$ cat src/rtl/varredura_matriz_caixa_pkg.sv
// Shared definitions for the LED matrix scan controller.
//   - FSM state encoding (OCIOSO, APAGADO, ACESO)
//   - matrix geometry (N_COL columns, N_LIN rows)
//   - COL0: one-hot select of the first column
//   - proxima_coluna: one-hot column rotation 0->1->2->3->4->0
package varredura_matriz_caixa_pkg;

  localparam logic [1:0] EST_OCIOSO  = 2'd0;
  localparam logic [1:0] EST_APAGADO = 2'd1;
  localparam logic [1:0] EST_ACESO   = 2'd2;

  typedef enum logic [1:0] {
    OCIOSO  = EST_OCIOSO,
    APAGADO = EST_APAGADO,
    ACESO   = EST_ACESO
  } estado_t;

  localparam int N_COL = 5;
  localparam int N_LIN = 7;

  localparam logic [N_COL-1:0] COL0 = 5'b00001;

  function automatic logic [N_COL-1:0] proxima_coluna(input logic [N_COL-1:0] c);
    return {c[N_COL-2:0], c[N_COL-1]};
  endfunction

endpackage

$ cat src/rtl/varredura_matriz_caixa_sincronizador_2ff.sv
// 1-bit two-flop synchroniser for an asynchronous input.
// Ports:
//   clk   - destination clock
//   reset - asynchronous, active-high; clears both flops
//   d     - asynchronous input
//   q     - synchronised output (two clk cycles of latency)
module sincronizador_2ff (
  input  logic clk,
  input  logic reset,
  input  logic d,
  output logic q
);

  logic meta;

  always_ff @(posedge clk or posedge reset) begin
    if (reset) begin
      meta <= 1'b0;
      q    <= 1'b0;
    end else begin
      meta <= d;
      q    <= meta;
    end
  end

endmodule

$ cat src/rtl/varredura_matriz_caixa.sv
// Scan controller for the 5x7 LED matrix showing the tank level.
// Synchronises the three level sensors, freezes them once per frame, walks a
// one-hot column select across the matrix with blanking between columns, and
// registers the row pattern returned by the external decoder.
// Ports:
//   clk, reset          - system clock, asynchronous active-high reset
//   enable              - scan enable (level)
//   alto_in/medio_in/baixo_in - raw asynchronous level sensors
//   linhas              - row pattern from the decoder for current col_sel
//   alto/medio/baixo    - frame-frozen sensor snapshot, to decoder
//   col_sel             - one-hot column index, to decoder
//   col_drv, lin_drv    - registered matrix drivers (active high)
//   frame_start         - one-cycle pulse when a frame begins
//   sensor_erro         - snapshot is physically inconsistent
//
// state   | meaning
// OCIOSO  | scan stopped, drivers off
// APAGADO | blanking, drivers off, decoder settling on col_sel
// ACESO   | column lit with the pattern latched at end of blanking
module varredura_matriz_caixa
  import varredura_matriz_caixa_pkg::*;
#(
  parameter int DWELL_CYCLES = 10000,
  parameter int BLANK_CYCLES = 50
) (
  input  logic             clk,
  input  logic             reset,
  input  logic             enable,
  input  logic             alto_in,
  input  logic             medio_in,
  input  logic             baixo_in,
  input  logic [N_LIN-1:0] linhas,
  output logic             alto,
  output logic             medio,
  output logic             baixo,
  output logic [N_COL-1:0] col_sel,
  output logic [N_COL-1:0] col_drv,
  output logic [N_LIN-1:0] lin_drv,
  output logic             frame_start,
  output logic             sensor_erro
);

  localparam int WB = $clog2(BLANK_CYCLES);
  localparam int WD = (DWELL_CYCLES > 1) ? $clog2(DWELL_CYCLES) : 1;
  localparam logic [WB-1:0] BLANK_ULT = WB'(BLANK_CYCLES - 1);
  localparam logic [WD-1:0] DWELL_ULT = WD'(DWELL_CYCLES - 1);

  estado_t          estado, estado_nxt;
  logic [WB-1:0]    cnt_blank, cnt_blank_nxt;
  logic [WD-1:0]    cnt_dwell, cnt_dwell_nxt;
  logic [N_COL-1:0] col_sel_nxt, col_drv_nxt;
  logic [N_LIN-1:0] lin_drv_nxt;
  logic             inicio_quadro;
  logic             alto_s, medio_s, baixo_s;

  sincronizador_2ff u_sinc_alto  (.clk(clk), .reset(reset), .d(alto_in),  .q(alto_s));
  sincronizador_2ff u_sinc_medio (.clk(clk), .reset(reset), .d(medio_in), .q(medio_s));
  sincronizador_2ff u_sinc_baixo (.clk(clk), .reset(reset), .d(baixo_in), .q(baixo_s));

  always_comb begin
    estado_nxt    = estado;
    cnt_blank_nxt = cnt_blank;
    cnt_dwell_nxt = cnt_dwell;
    col_sel_nxt   = col_sel;
    col_drv_nxt   = col_drv;
    lin_drv_nxt   = lin_drv;
    inicio_quadro = 1'b0;

    if (!enable) begin
      estado_nxt    = OCIOSO;
      cnt_blank_nxt = '0;
      cnt_dwell_nxt = '0;
      col_sel_nxt   = COL0;
      col_drv_nxt   = '0;
      lin_drv_nxt   = '0;
    end else begin
      case (estado)
        OCIOSO: begin
          estado_nxt    = APAGADO;
          cnt_blank_nxt = '0;
          cnt_dwell_nxt = '0;
          col_sel_nxt   = COL0;
          col_drv_nxt   = '0;
          lin_drv_nxt   = '0;
          inicio_quadro = 1'b1;
        end
        APAGADO: begin
          if (cnt_blank == BLANK_ULT) begin
            // decoder has had the whole blanking window to settle on col_sel
            estado_nxt    = ACESO;
            cnt_blank_nxt = '0;
            cnt_dwell_nxt = '0;
            col_drv_nxt   = col_sel;
            lin_drv_nxt   = linhas;
          end else begin
            cnt_blank_nxt = cnt_blank + 1'b1;
          end
        end
        ACESO: begin
          if (cnt_dwell == DWELL_ULT) begin
            estado_nxt    = APAGADO;
            cnt_dwell_nxt = '0;
            cnt_blank_nxt = '0;
            col_drv_nxt   = '0;
            lin_drv_nxt   = '0;
            col_sel_nxt   = proxima_coluna(col_sel);
            // leaving the last column wraps to column 0: new frame
            inicio_quadro = col_sel[N_COL-1];
          end else begin
            cnt_dwell_nxt = cnt_dwell + 1'b1;
          end
        end
        default: estado_nxt = OCIOSO;
      endcase
    end
  end

  always_ff @(posedge clk or posedge reset) begin
    if (reset) begin
      estado      <= OCIOSO;
      cnt_blank   <= '0;
      cnt_dwell   <= '0;
      col_sel     <= COL0;
      col_drv     <= '0;
      lin_drv     <= '0;
      frame_start <= 1'b0;
      alto        <= 1'b0;
      medio       <= 1'b0;
      baixo       <= 1'b0;
      sensor_erro <= 1'b0;
    end else begin
      estado      <= estado_nxt;
      cnt_blank   <= cnt_blank_nxt;
      cnt_dwell   <= cnt_dwell_nxt;
      col_sel     <= col_sel_nxt;
      col_drv     <= col_drv_nxt;
      lin_drv     <= lin_drv_nxt;
      frame_start <= inicio_quadro;
      // snapshot only moves at frame boundaries so every column shows one level
      if (inicio_quadro) begin
        alto        <= alto_s;
        medio       <= medio_s;
        baixo       <= baixo_s;
        sensor_erro <= (alto_s & ~medio_s) | (medio_s & ~baixo_s);
      end
    end
  end

endmodule

$ cat config.mk
export PLATFORM = sky130hd
export DESIGN_NAME = varredura_matriz_caixa
export DESIGN_NICKNAME = d
export VERILOG_FILES = /design/src/rtl/varredura_matriz_caixa_pkg.sv /design/src/rtl/varredura_matriz_caixa_sincronizador_2ff.sv /design/src/rtl/varredura_matriz_caixa.sv
export SDC_FILE = /design/constraint.sdc
export NUM_CORES = 1
export LEC_CHECK = 0
export BUFFER_PORTS_ARGS = -buffer_cell sky130_fd_sc_hd__buf_2
export CAP_MARGIN = 30
export CORE_ASPECT_RATIO = 1.1
export CORE_UTILIZATION = 45
export CTS_CLUSTER_DIAMETER = 80
export DETAILED_ROUTE_END_ITERATION = 16
export PLACE_DENSITY = 0.73
export SLEW_MARGIN = 25
export SYNTH_ARGS = -nofsm -noshare
export SYNTH_HDL_FRONTEND = slang
export SYNTH_SLANG_ARGS = --single-unit
$ cat constraint.sdc
create_clock -name clk -period 2.4 [get_ports clk]
set_input_delay 0.12 -clock clk [delete_from_list [all_inputs] [get_ports clk]]
set_output_delay 0.12 -clock clk [all_outputs]
set_load 0.01 [all_outputs]
Word level (Yosys, flattened, before mapping):

Index checks and enable logic that the tools add are counted.
W data, S select, Z words.

* register bits: 50
* input port bits: 13
* word-level logic and storage cells: 64

* add/subtract/negate cells: 2
* eq/ne operators: 8
* mux-type cells: 26
* bitwise operators: 5
* reduce and logical (&&, ||, !) cells: 6

Operators with widths (number)
* $mux W14: 3
* $pmux W14 S3: 1
* $mux W5: 5
* $mux W7: 3
* $pmux W7 S3: 1
* $mux W6: 3
* $pmux W6 S3: 1
* $pmux W5 S3: 1
* $add A14 B1 Y14 const B: 1
* $eq A14 B14 Y1 const B: 1
* $pmux W5 S2: 1
* $reduce_and A2 Y1: 4
* $add A6 B1 Y6 const B: 1
* $eq A6 B6 Y1 const B: 1
* $mux W2: 3
* $ne A3 B3 Y1 const B: 2
* $pmux W2 S3: 1
* $ne A4 B1 Y1 const B: 1
* $ne A3 B1 Y1 const B: 1
* $reduce_and A3 Y1: 1
* $and A1 B1 Y1: 2
* $eq A2 B1 Y1 const B: 1
* $eq A2 B2 Y1 const B: 1
* $logic_not A2 Y1: 1
* other kinds (4): 6

Depth between registers and ports, before layout:

Gate-level depths: netlist of run 1.

* word-level depth: 4
* mapped depth: 8

Hierarchy:

A second synthesis of run 1 with hierarchy kept.

* cells, all modules: 218
* area total of the unflattened synthesis: 2329.7 sq um

By module, submodules not included
* varredura_matriz_caixa: times used 1, cells each 209, area an instance 2168.3 sq um, seq. area each 1102.3 sq um
* sincronizador_2ff: times used 3, cells each 3, area an instance 53.8 sq um, seq. area each 50.0 sq um

Worst setup path after synthesis of run 1:

Ideal clock, no wire load.

* kind: reg-to-reg
* from: reg cnt_dwell[0]
* to: reg alto
* data arrival time: 1.666 ns
* required time: 2.273 ns
* slack: 0.607 ns
* stages on the path, launching flop included: 6
* cell sequence: dfrtp_1 -> ha_1 -> and3_1 -> and4_1 -> o21ai_1 -> mux2_1

* longest elaborated chain between the ends: 4

Ends and longest elaborated chain
* start: declaration: RTL line varredura_matriz_caixa.sv:50 `logic [WD-1:0] cnt_dwell, cnt_dwell_nxt;`
* start signal: assignment: RTL line varredura_matriz_caixa.sv:134 `cnt_dwell <= cnt_dwell_nxt;`
* $eq A14 B14 Y1: RTL line varredura_matriz_caixa.sv:100 `if (cnt_dwell == DWELL_ULT) begin`
* $mux W1: RTL line varredura_matriz_caixa.sv:100
* $pmux W1 S2: RTL line varredura_matriz_caixa.sv:77 `case (estado)`
* $mux W1: RTL line varredura_matriz_caixa.sv:69 `if (!enable) begin`
* end signal: assignment: RTL line varredura_matriz_caixa.sv:141 `alto <= alto_s;`
* end: declaration: RTL line varredura_matriz_caixa.sv:33 `output logic alto,`

No other way between the ends.
A chain may end at the register's enable or synchronous reset.

Worst setup path in the final report of run 1:

* from: reg cnt_dwell[0]
* to: reg lin_drv[2]

* longest elaborated chain between the ends: 3

Ends and longest elaborated chain
* $eq A14 B14 Y1: RTL line varredura_matriz_caixa.sv:100
* $ne A3 B3 Y1 (no source line)
* $reduce_and A3 Y1 (no source line)
* end signal: assignment: RTL line varredura_matriz_caixa.sv:137 `lin_drv <= lin_drv_nxt;`
* end: declaration: RTL line varredura_matriz_caixa.sv:38 `output logic [N_LIN-1:0] lin_drv,`

No other way between the ends.

==> reports/results.ini, run 1 <==
[place]
portBuffers = 34
gp_congestion = 0.772
dp_cells = 288
hpwl_um = 3140

[sta]
hold_ws_ns = 0.0416
setup_viol = 0
slew_headroom_pct = 42.8
period_share_pct = 88.0
max_slew.worst_pin.slew_ns = 0.852
final_max_slew_viol_count = 0
tns_ns = 0
fmax_mhz = 473
fin_crit_ns = 2.11
finClkSkew_ns = 0.00508
rsz0062_at_grt = false
finalHoldViolations = 0

[yosys]
synth_compound_area_share_pct = 19.6
syn_nets = 216
yosysTopAreaCell = dfrtp_1
synth.area.mux_share_pct = 3.33
synth_cell_types = 54
synth-simple-area-share_pct = 17.3
yosysWarnings = 0
synth_cells = 200
syn_area_sq_um = 2290
synthTopCellsByArea = dfrtp_1, a22o_1, a21oi_1
synth-xor-area-share_pct = 0.382
async_reset_ff_share_pct = 100
ys_seq_area_share_pct = 54.7
synthAdderAreaFrac_pct = 1.64
synth-edff-count = 0
yosys.area.top_type_share_pct = 53.5
synth_flop_cell = dfrtp_1
synth_top_family_by_area = compound AO/OA/AOI/OAI gates
syn_area_per_cell_sq_um = 11.5
yosys_register_bits = 50

[power]
p_leak_uw = 0.00119
power_uw = 1620
peakVddDrop_v = 0.000255
power_density_nw_per_um2 = 604

[flow_run]
drv_cap = 0

[clock_network]
tritoncts = done
cts_inserted_buffers = 5
clkTransAtPathRegs_ns = 0.09
clkSinkCount = 50
htree_levels = 2
cts_setup_buffers = 0
insertion_delay_ns = 0.30
cts_buffer_depth = 2
cts_root_buf = clkbuf_8

[setup_path]
cp.required_ns = 2.64
critPathLaunch = cnt_dwell[0]$_DFFE_PP0P_
cp_data_arrival_time_ns = 2.35
critical_path_class = reg -> reg
crit_family = compound AO/OA/AOI/OAI gates
critPathMaxFanout = 12
cp-start-kind = flop
cpPeakStageDelay_ns = 0.67
cp-end-kind = flop
worst-path-buf-inv = 0
reg2reg_from = cnt_dwell[0]$_DFFE_PP0P_
cp_slowest_cell = o21ai_1
crit_chain = ha_1 > and3_1 > and4_1 > o21ai_1 > a22o_1

[hold_path]
min_path_type = in -> reg
hp-start = linhas[4]

[grt]
track_usage_pct = 18.4
grt-ovfl-total = 0
grt_pass1_vias = 1663
grt_max_degree = 41
antenna_found_initial = 0
grt_pass1_wl_um = 7940

[finish]
area_growth_pct = 17.0
nets = 259
drive_above_1_share_pct = 23.8
n_antenna_cell = 0
fillCellCount = 438
instances_no_fill = 300

[drt]
drt_iter0_drc = 103
via_count = 1763
vias_per_cell = 5.88
routedWlPerCell_um = 15.0
wirelength_um = 4510
antenna_left = 0
drc = 0
drtPass1Iterations = 4

[floorplan]
io_pins = 35
die_area_sq_um = 5380
core_sq_um = 4780
die_w_um = 70.0
die_y_um = 76.8
start_util_pct = 47.9
rows = 26

[outcome]
status = finished clean

## worst reg2reg max path: cells and delay by family (launching register included)
kind	cells	cell delay, ns
DFF	1	0.42
adders and majority gates	1	0.25
and+or+nand+nor	2	0.46
AOI/OAI and AO/OA	2	0.93
## worst paths after layout
path	end	slack, ns	cells past startpoint
min in group asynchronous	lin_drv[1]$_DFFE_PP0P_	0.29	3
worst min register to register	u_sinc_alto.q$_DFF_PP0_	0.36	0
worst min-delay path	lin_drv[4]$_DFFE_PP0P_	0.04	2
worst max register to register	lin_drv[2]$_DFFE_PP0P_	0.29	5
max in group asynchronous	col_sel[0]$_DFFE_PP1P_	1.35	4
worst max-delay path	lin_drv[2]$_DFFE_PP0P_	0.29	5
## placed cells by master, fill, tap and decap left out, drive strengths merged, types with 3 or more instances in the layout
cell / instances
or3: 4
a21oi: 16
a41oi: 3
dlygate4sd3: 4
ha: 3
or4: 7
nand4: 4
dfrtp: 49
o31ai: 7
o21ai: 6
nor4b: 3
buf: 39
inv: 8
and2: 3
nand2: 10
a22o: 17
and3: 3
clkbuf: 6
nand3: 7
nor2: 5
o21a: 3
mux2: 5
## report_power, final
part | switching, uW | total (uW) | internal, uW
logic | 92.5 | 152 | 59.5
clock network | 267 | 578 | 311
registers | 17.7 | 890 | 872
## sequential cells by signal (all words and copies together) (netlist names), 2 cells and up
signal and flops:
cnt_blank 6, lin_drv 7, col_drv 5, col_sel 5, estado 2, cnt_dwell 14
## routing by layer
metal	track usage [%]	routed length, um	vias up
li1	-	-	857
met1	25.7	2110	862
met2	29.1	2190	38
met3	3.94	160	6
met4	4.20	44	0
met5	0	0	-
## cell usage after synthesis (3+ instances only)
master / number
o21ai_1: 3
nor4b_1: 3
or4_1: 7
buf_2: 3
dfrtp_1: 49
nand3_1: 6
mux2_1: 4
nand4_1: 4
o21ai_0: 3
nor2_1: 4
o31ai_1: 7
nand2_1: 9
and3_1: 3
a21oi_1: 16
a22o_1: 17
ha_1: 3
or3_1: 3
inv_1: 8
## cells by family after synthesis
family | after synthesis
fa+ha+maj | 3
compound gates | 62
flops | 50
xor+xnor | 1
mux | 7
simple gates | 61
buf+inv | 16
## what timing repair did
item	in CTS	in global routing
gates resized for setup	0	0
endpoints found under the hold margin	13	0
hold buffers	4	0
endpoints found under the setup margin	0	0
## final cells by class
class	count	area [sq um]	share of cell area (%)
Timing Repair Buffer	43	248	9.24
Clock buffer	6	72.6	2.71
Sequential cell	50	1250	46.7
Tap cell	56	70.1	2.61
Multi-Input combinational cell	134	966	36.0
Clock inverter	2	37.5	1.40
Inverter	9	35.0	1.31
## through the flow
step           utilization (%)  setup slack, ns  area [sq um]
6_report                  56.1            0.288          2680
5_1_grt                   56.1           0.0592          2680
4_1_cts                   56.1            0.255          2680
3_5_place_dp              52.9            0.283          2530
3_3_place_gp              52.9            0.351          2530
2_1_floorplan                -            0.607          2290
Power figures use the tool's default switching activity.
==> run 2, diff against run 1 <==
--- a/config.mk
+++ b/config.mk
@@ -11,8 +11,11 @@
 export CORE_UTILIZATION = 45
 export CTS_CLUSTER_DIAMETER = 80
 export DETAILED_ROUTE_END_ITERATION = 16
-export PLACE_DENSITY = 0.73
+export GPL_ROUTABILITY_DRIVEN = 0
+export MAX_ROUTING_LAYER = met4
+export PLACE_DENSITY = 0.72
 export SLEW_MARGIN = 25
 export SYNTH_ARGS = -nofsm -noshare
 export SYNTH_HDL_FRONTEND = slang
+export SYNTH_HIERARCHICAL = 1
 export SYNTH_SLANG_ARGS = --single-unit
==> run 2 against run 1 <==
The flow now finishes with violations (DRC); combinational power fell by 4%; synthesized area rose by 1.7%; cell area rose by 3.5%; sequential cell count did not move; core utilization fell by 0.59 points; global-route usage rose by 2.2 points; setup slack got worse by 0.13 ns; wire length rose by 8.9%; critical endpoint is now col_sel[1]$_DFFE_PP0P_.
==> reports/results.ini, run 2 <==
[outcome]
status = finished with violations
violations = DRC

[yosys]
syn_area_per_cell_sq_um = 10.7
async_reset_ff_share_pct = 100
synth_flop_cell = dfrtp_1
yosysMostFrequentCell = dfrtp_1
synth_cell_types = 40
ys_seq_area_share_pct = 53.8
syn_nets = 234
yosys_register_bits = 50
synth_cells = 218
yosys.area.top_type_share_pct = 52.6
yosysWarnings = 6
yosysTopAreaCell = dfrtp_1
synth_commonest_cells = dfrtp_1, a21oi_1, a22o_1, nand2_1, nand3_1
syn_area_sq_um = 2330
synth-edff-count = 0
synthTopCellsByArea = dfrtp_1, a22o_1, a21oi_1

[floorplan]
start_util_pct = 46.6
core_sq_um = 5000
die_area_sq_um = 5470
die_y_um = 77.5
die_w_um = 70.6
io_pins = 35
rows = 27

[power]
power_density_nw_per_um2 = 605
peakVddDrop_v = 0.000413
p_leak_uw = 0.00126

[clock_network]
clkTransAtPathRegs_ns = 0.09
cts_root_buf = clkbuf_8
htree_levels = 2
cts_inserted_buffers = 5
cts_buffer_depth = 2
tritoncts = done
clkSinkCount = 50
insertion_delay_ns = 0.31
cts_resized = 0

[finish]
fillCellCount = 463
largest-register = cnt_dwell
drive_above_1_share_pct = 23.0
final_cell_mix = dfrtp_1, buf_2, a21oi_1
largest_register_ffs = 14
final_area_sq_um = 2770
reg.largest.list = cnt_dwell: 14 flops, lin_drv: 7 flops, cnt_blank: 6 flops
n_antenna_cell = 0
fin_util_pct = 55.5
nets = 280
area_growth_pct = 19.1
mostFrequentLayoutCell = dfrtp_1

[setup_path]
cp-end-kind = flop
cp_data_arrival_time_ns = 2.49
crit_family = simple AND/OR/NAND/NOR gates
worst-path-buf-inv = 0
critPathMaxFanout = 6
cp_common_cell = or4b_1
cp_slowest_cell = or4_1
cp.required_ns = 2.64
crit_chain = or4b_1 > or4_1 > or4b_1 > a31oi_1
cp-start-kind = flop
critical_path_class = reg -> reg
cpPeakStageDelay_ns = 0.62

[sta]
setup_viol = 0
finClkSkew_ns = 0.00467
rsz0062_at_grt = false
period_share_pct = 93.5
fmax_mhz = 446
final_max_slew_viol_count = 0
max_slew.worst_pin.slew_ns = 0.538
slew_headroom_pct = 64.1
fin_crit_ns = 2.24
finalHoldViolations = 0
tns_ns = 0

[grt]
grt-ovfl-total = 0
grt_pass1_vias = 1868
track_usage_pct = 20.5
grt_max_degree = 37
grt_pass1_wl_um = 8560
antenna_found_initial = 0

[drt]
drt_iter0_drc = 72
routedWlPerCell_um = 15.2
drtPass1Iterations = 10
antenna_left = 0
drc = 4
via_count = 1898
wirelength_um = 4910
vias_per_cell = 5.88

[place]
placed_cell_area_sq_um = 2610
portBuffers = 34
hpwl_um = 3440

[flow_run]
drv_cap = 0

[hold_path]
min_path_type = in -> reg

==> run 2: what timing repair did <==
action                    in CTS  in global routing
buffers inserted               0                  0
hold endpoints to repair      17                  0
hold buffers                   4                  0
==> run 2: path summary, 6_finish.rpt <==
path,from,endpoint,slack (ns),cells past startpoint
worst min-delay path,linhas[0],lin_drv[0]$_DFFE_PP0P_,0.01,2
worst max-delay path,cnt_dwell[4]$_DFFE_PP0P_,col_sel[1]$_DFFE_PP0P_,0.16,4
max in group asynchronous,reset,col_sel[0]$_DFFE_PP1P_,1.35,4
min in group asynchronous,reset,u_sinc_alto/meta$_DFF_PP0_,0.22,3
worst min register to register,u_sinc_medio/meta$_DFF_PP0_,u_sinc_medio/q$_DFF_PP0_,0.36,0
worst max register to register,cnt_dwell[4]$_DFFE_PP0P_,col_sel[1]$_DFFE_PP0P_,0.16,4
==> run 2: logic make-up (layout without fill, tap and decap cells) <==
kind of cell | Yosys count | after routing | synth area share (%)
xor gates and xnor gates | 1 | 1 | 0.376
adders and majority gates | 3 | 3 | 1.61
AOI/OAI and AO/OA | 61 | 61 | 18.0
DFF | 50 | 50 | 53.8
buffers and inverters | 21 | 68 | 3.76
muxes | 5 | 5 | 2.36
and+or+nand+nor | 77 | 77 | 20.1
==> run 2: worst register-to-register path: stages (launching register included) <==
cell and delay [ns]:
dfrtp_1 0.38, or4b_1 0.53, or4_1 0.62, or4b_1 0.49
a31oi_1 0.16
==> run 2: final cells by class <==
| class | instances | area, sq um | area share (%) |
|---|---|---|---|
| well taps | 58 | 72.6 | 2.62 |
| repair buffers | 50 | 300 | 10.8 |
| inverters | 10 | 37.5 | 1.35 |
| clock inverters | 2 | 38.8 | 1.40 |
| multi-input cells | 147 | 990 | 35.7 |
| clock buffers | 6 | 82.6 | 2.98 |
| flip-flops and latches | 50 | 1250 | 45.2 |
==> run 2: routing by layer <==
layer  global-route usage [%]  up-vias  wire, um
li1                         -      917         -
met1                     24.9      947      2160
met2                     33.8       27      2540
met3                     4.42        7       137
met4                     7.60        0        74
met5                        -        -         0
==> run 2: metrics by stage <==
stage          std cells  hold WS (ns)  setup slack (ns)  total power, uW
2_1_floorplan        218        -0.139             0.163              996
3_3_place_gp         310       0.00271             0.182             1050
3_5_place_dp         310       0.00756             0.162             1060
4_1_cts              322       0.00470             0.146             1700
5_1_grt              323       0.00530            0.0649             1750
6_report             323        0.0138             0.155             1680
==> run 2: report_power, final <==
part	leakage, uW	internal (uW)	switching (uW)	total (uW)
clock network	0.0000618	343	291	634
registers	0.000668	872	26.2	898
logic	0.000526	62.0	83.6	146
